`src/rtl/uart_word_assembler.sv`:
```
// Gathers UART bytes into 32-bit little-endian words with a valid/ready holding register.
// Define UART_WORD_ASSEMBLER_TIMEOUT_EN to enable the inter-byte timeout that discards partial words.
module uart_word_assembler #(
  parameter int unsigned TIMEOUT_TICKS = 640
) (
  input  logic        clk,
  input  logic        rst_n,
  input  logic [7:0]  rx_data,
  input  logic        rx_done,
  input  logic        tick,
  output logic [31:0] word_out,
  output logic        word_valid,
  input  logic        word_ready,
  output logic [1:0]  byte_count,
  output logic        overrun,
  output logic        timeout
);

  typedef enum logic {IDLE, COLLECT} state_t;

  state_t      state;
  logic [23:0] lanes;
  logic        timeout_hit;

`ifdef UART_WORD_ASSEMBLER_TIMEOUT_EN
  localparam logic [15:0] LAST_TICK = 16'(TIMEOUT_TICKS - 1);

  logic [15:0] idle_count;

  // Fires on the tick that would bring the count to TIMEOUT_TICKS; a byte on the same cycle wins.
  assign timeout_hit = (state == COLLECT) && tick && !rx_done && (idle_count == LAST_TICK);

  always_ff @(posedge clk or negedge rst_n) begin
    if (!rst_n) begin
      idle_count <= 16'd0;
    end else if (rx_done || (state == IDLE) || timeout_hit) begin
      idle_count <= 16'd0;
    end else if (tick) begin
      idle_count <= idle_count + 16'd1;
    end
  end
`else
  logic [16:0] unused_timeout_inputs;
  assign unused_timeout_inputs = {tick, 16'(TIMEOUT_TICKS)};
  assign timeout_hit = 1'b0;
`endif

  always_ff @(posedge clk or negedge rst_n) begin
    if (!rst_n) begin
      state      <= IDLE;
      lanes      <= 24'd0;
      byte_count <= 2'd0;
      word_out   <= 32'd0;
      word_valid <= 1'b0;
      overrun    <= 1'b0;
      timeout    <= 1'b0;
    end else begin
      overrun <= 1'b0;
      timeout <= 1'b0;

      if (word_valid && word_ready) begin
        word_valid <= 1'b0;
      end

      if (rx_done) begin
        case (state)
          IDLE: begin
            lanes[7:0] <= rx_data;
            byte_count <= 2'd1;
            state      <= COLLECT;
          end
          COLLECT: begin
            case (byte_count)
              2'd1: begin
                lanes[15:8] <= rx_data;
                byte_count  <= 2'd2;
              end
              2'd2: begin
                lanes[23:16] <= rx_data;
                byte_count   <= 2'd3;
              end
              default: begin
                // Holding register is free if empty or being consumed on this same edge.
                if (!word_valid || word_ready) begin
                  word_out   <= {rx_data, lanes};
                  word_valid <= 1'b1;
                end else begin
                  overrun <= 1'b1;
                end
                byte_count <= 2'd0;
                state      <= IDLE;
              end
            endcase
          end
          default: state <= IDLE;
        endcase
      end else if (timeout_hit) begin
        byte_count <= 2'd0;
        state      <= IDLE;
        timeout    <= 1'b1;
      end
    end
  end

endmodule

```
`config.mk`:
```
export PLATFORM = sky130hd
export DESIGN_NAME = uart_word_assembler
export DESIGN_NICKNAME = d
export VERILOG_FILES = /design/src/rtl/uart_word_assembler.sv
export SDC_FILE = /design/constraint.sdc
export NUM_CORES = 1
export LEC_CHECK = 0
export BUFFER_PORTS_ARGS = -buffer_cell sky130_fd_sc_hd__buf_2
export CORE_UTILIZATION = 25
export DETAILED_ROUTE_END_ITERATION = 6
export PLACE_DENSITY_LB_ADDON = 0.12
export RECOVER_POWER = 100
export SYNTH_ARGS = -nofsm -noshare
export SYNTH_HDL_FRONTEND = slang
export SYNTH_SLANG_ARGS = --single-unit
```
`constraint.sdc`:
```
create_clock -name clk -period 3.7 [get_ports clk]
set_clock_uncertainty 0.15 [all_clocks]
set_input_delay 0.74 -clock clk [delete_from_list [all_inputs] [get_ports clk]]
set_output_delay 0.74 -clock clk [all_outputs]
set_load 0.02 [all_outputs]
```
---- After elaboration in Yosys (flattened, before gate mapping) ----
Cells that the tools add are included.
word-level totals
  memories kept ........................... 0
  output and inout port bits .............. 37
  input port bits ......................... 13
  memory bits (writable) .................. 0
  register bits after elaboration ......... 61
  bits in latches ......................... 0
  logic and storage cells ................. 33
  ROM bits ................................ 0
cells by class
  $add $sub $neg .......................... 0
  reduce and logical (&&, ||, !) cells .... 8
  eq/ne operators ......................... 2
  shift operators ......................... 0
  div/mod/pow operators ................... 0
  multiplexer cells ....................... 13
  multipliers ............................. 0
  magnitude comparators ................... 0
  bitwise gates (word level) .............. 2
operators with widths
  kind                                            count
  2-to-1 mux 1 bit                                10
  one-hot mux 2 bit (2 select lines)              2
  AND reduction 3 bit                             2
  AND reduction 4 bit                             1
  == test 2 x 1 -> 1 bit (second input constant)  1
  == test 2 bit (second input constant)           1
  NOT 1 bit                                       2
  one-hot mux 1 bit (2 select lines)              1
  AND reduction 2 bit                             1
  OR reduction 2 bit                              1
  logical AND 1 bit                               1
  logical NOT 1 bit                               1
  logical OR 1 bit                                1

---- Longest topological paths before layout ----
  depth in word-level cells ............... 6
  gate-level depth with buffers ........... 7
  mapped depth without buffers ............ 5

---- Least setup slack after synthesis ----
OpenSTA, ideal clock, no wires.
  kind .................................... register to register
  from .................................... reg byte_count[0]
  to ...................................... reg word_out[0]
  buffers on the path ..................... 2
  arrival time ............................ 1,620 ps
  setup time .............................. 125 ps
  data required time ...................... 3,425 ps
  clock period less this slack ............ 1,895 ps
  stages on the path, launching flop included .. 8
  path slack .............................. 1,805 ps
  cell sequence ........................... dfrtp_1 inv_1 ha_1 nand3_4 nor2b_4 buf_6 buf_12 mux2_4
on the way
  cells in the longest elaborated chain, start to end .. 4
  elaborated cells on any way between the ends .. 5
  those cells by class .................... eq/ne (2); bitwise (1); reduce/logical (2)
RTL lines
  element                                                  line  RTL
  start, declared                                          14    output logic [1:0] byte_count,
  start signal, assigned                                   52    byte_count <= 2'd0;
  start signal, assigned                                   69    byte_count <= 2'd1;
  start signal, assigned                                   76    byte_count <= 2'd2;
  == test 2 bit or == test 2 x 1 -> 1 bit (tied branches)  73    case (byte_count)
  OR reduction 2 bit (no line) (*)                         -
  NOT 1 bit (no line) (*)                                  -
  AND reduction 4 bit (no line) (*)                        -
  end signal, assigned                                     85    word_out <= {rx_data, lanes};
  end, declared                                            11    output logic [31:0] word_out,
Mark *: on every way between the ends. The rest lies on a longest branch, timed or not.
A chain may end at the register's enable or synchronous reset.

---- Worst setup path in the final report ----
  from .................................... reg byte_count[0]
  to ...................................... reg word_out[29]
The elaborated chain is that of the path after synthesis.

==> impl_metrics.tcl <==
set metrics [dict create \
    outcome "complete, no violations" \
    synthCells 144 \
    grt_use_total 0.101 \
    powerDensity_nw_per_um2 952 \
    synth_seq_area_share 0.607 \
    die_w_um 102 \
    min_period_over_period 0.717 \
    rows 36 \
    grt_antenna_before_repair 0 \
    drtPass1Iterations 4 \
    avgViaCountPerCell 3.93 \
    critPathKind "flop to flop" \
    avgRoutedWirePerCell_um 14.1 \
    cts_sinks 61 \
    rsz0062_at_grt "no" \
    cap_viol_max_count 0 \
    gp_congestion 0.653 \
    cp-start-kind "flop" \
    routed-via-count 1309 \
    cts_tree "yes" \
    drt_iter0_drc 11 \
    fmax_ghz 0.377 \
    core_area_sq_um 9770 \
    grt_pass1_vias 1396 \
    cts_max_level 3 \
    hold_buffers 0 \
    initial_core_util 0.257 \
    postCtsSetupBuffers 0 \
    grt_pass1_wl_um 7590 \
    syn2layout_area_growth_pct 13.0 \
    timing.hold.ws_ns 0.334 \
    grt_max_degree 36 \
    ir_drop_mv 0.336 \
    cp-end-kind "flop" \
    cp.required_ns 3.75 \
    drive_gt1_frac 0.275 \
    synth_cell_types 20 \
    p_leak_nw 1.22 \
    worstMarginPinSlew_ns 1.45 \
    endpoint "word_out[29]$_DFFE_PN0P_" \
    overflow 0 \
    rr_endpoint "word_out[29]$_DFFE_PN0P_" \
    p_switching_uw 979 \
    r2r_setup_slack_ns 1.05 \
    finalNetCount 211 \
    cts.repair.resized 0 \
    slew_viol_final 0 \
    startpoint "byte_count[0]$_DFFE_PN0P_" \
    p_int_mw 1.73 \
    dieArea_sq_um 10500 \
    slew-limit-headroom 0.0353 \
    diodes 0 \
    p_seq_frac 0.435 \
    hold_class "flop to flop" \
    ys_warn_count 0 \
    synthesis.nets 159 \
    antenna_left 0 \
    r2r_cells 6 \
    fp.dieH_um 102 \
    netlist_area_sq_um 2510 \
    setup_viol 0 \
    cts_max_path_buffers 2 \
    root_buffer "clkbuf_8" \
    p_sw_frac 0.362 \
    cts_buffers 9 \
    hold_viol_final 0 \
    arrival_ns 2.71 \
    ys_seq_elements 61 \
    cts.clk_slew.worst_paths_ns 0.06 \
    ioPinCount 50 \
    clk_latency_ns 0.33 \
    avgSynthCellArea_sq_um 17.5 \
    portBuffers 47 \
    totalWireLength_um 4700 \
    p_comb_frac 0.359 \
    worstReg2RegStart "byte_count[0]$_DFFE_PN0P_" \
    dp_hpwl_um 3170 \
    path_max_fanout 17 \
    drc 0 \
    power.share.clock 0.207 \
    finalCriticalPeriod_ns 2.65 \
    setup_tns_ns 0 \
]
==> layer usage <==
| layer | part of all wire | wire [um] | track usage | up-vias |
|---|---|---|---|---|
| li1 | - | - | - | 600 |
| met1 | 0.48 | 2250 | 0.128 | 665 |
| met2 | 0.46 | 2160 | 0.151 | 34 |
| met3 | 0.039 | 184 | 0.0287 | 10 |
| met4 | 0.022 | 104 | 0.0659 | 0 |
| met5 | 0 | 0 | 0 | - |
==> through the flow <==
stage	setup WS [ns]	instances	instance area, sq um	util	power (mW)
2_1_floorplan	1.80	144	2510	-	2.16
3_3_place_gp	1.16	318	2840	0.291	2.42
3_5_place_dp	1.10	318	2840	0.291	2.46
4_1_cts	1.26	333	3020	0.309	3.03
5_1_grt	0.793	333	2840	0.291	2.90
6_report	1.05	333	2840	0.291	2.71
==> worst min path at each step <==
stage,from,to,slack (ns),cells past startpoint
5_1_grt,lanes[10]$_DFFE_PN0P_,word_out[10]$_DFFE_PN0P_,0.34,1
3_5_place_dp,word_out[12]$_DFFE_PN0P_,word_out[12]$_DFFE_PN0P_,0.34,1
6_report,word_out[24]$_DFFE_PN0P_,word_out[24]$_DFFE_PN0P_,0.33,1
4_1_cts,rst_n,word_out[19]$_DFFE_PN0P_,0.27,1
2_1_floorplan,rst_n,byte_count[0]$_DFFE_PN0P_,0.29,0
3_3_place_gp,lanes[7]$_DFFE_PN0P_,word_out[7]$_DFFE_PN0P_,0.33,1
==> synth_stat cells <==
| master | count | area [sq um] |
|---|---|---|
| dfrtp_1 | 61 | 1530 |
| mux2_4 | 30 | 450 |
| mux2_2 | 26 | 293 |
| buf_12 | 3 | 60.1 |
| inv_1 | 3 | 11.3 |
| o21ai_0 | 3 | 15.0 |
| buf_4 | 2 | 15.0 |
| buf_6 | 2 | 22.5 |
| ha_1 | 2 | 25.0 |
| nand3_2 | 2 | 20.0 |
| buf_2 | 1 | 5.00 |
| conb_1 | 1 | 3.75 |
| nand2_1 | 1 | 3.75 |
| nand2b_1 | 1 | 6.26 |
| nand3_4 | 1 | 17.5 |
| nand3b_1 | 1 | 7.51 |
| nor2_1 | 1 | 3.75 |
| nor2b_1 | 1 | 6.26 |
| nor2b_4 | 1 | 13.8 |
| o21a_1 | 1 | 7.51 |
==> area by class of cell <==
type / count / area, sq um
flip-flops and latches: 61 / 1530
repair buffers: 49 / 213
clock buffers: 10 / 128
well taps: 133 / 166
fillers: 1030 / 6930
inverters: 3 / 11.3
clock inverters: 5 / 52.6
multi-input cells: 72 / 744
==> critical path: stages, from the launching register on <==
cell and delay (ns):
dfrtp_1 0.39, inv_1 0.07, ha_1 0.30, nand3_1 0.16, nor2b_2 0.87, buf_12 0.25, mux2_1 0.34
==> cell usage in the layout (no fill, tap or decap), drive strengths merged <==
cell type  synthesis  final
conb               1      1
clkinv             0      3
nand2              1      1
nor2               1      1
ha                 2      2
nand3b             1      1
dfrtp             61     61
nand3              3      3
mux2              56     56
bufinv             0      1
nand2b             1      1
o21a               1      1
clkbuf             0     49
buf                8     10
inv                3      3
nor2b              2      2
o21ai              3      3
clkinvlp           0      1
==> power groups by stage <==
stage	logic, mW	registers [mW]	clock network, mW
2_1_floorplan	0.758	1.40	0
3_3_place_gp	1.23	1.19	0
3_5_place_dp	1.25	1.21	0
4_1_cts	1.26	1.20	0.580
5_1_grt	1.06	1.23	0.611
6_report	0.970	1.18	0.559
==> cell families after synthesis <==
| kind of cell | after synthesis | share of synthesized area |
|---|---|---|
| and+or+nand+nor | 9 | 0.0314 |
| muxes | 56 | 0.296 |
| buffers and inverters | 11 | 0.0453 |
| other | 1 | 0.00149 |
| AOI/OAI and AO/OA | 4 | 0.00896 |
| DFF | 61 | 0.607 |
| adders and majority gates | 2 | 0.00995 |
==> sequential cells by signal, summed over array words and instances (netlist names) <==
register / cells
word_out: 32
overrun: 1
lanes: 24
word_valid: 1
state: 1
byte_count: 2
No activity file was read; power rests on OpenSTA's default activity.
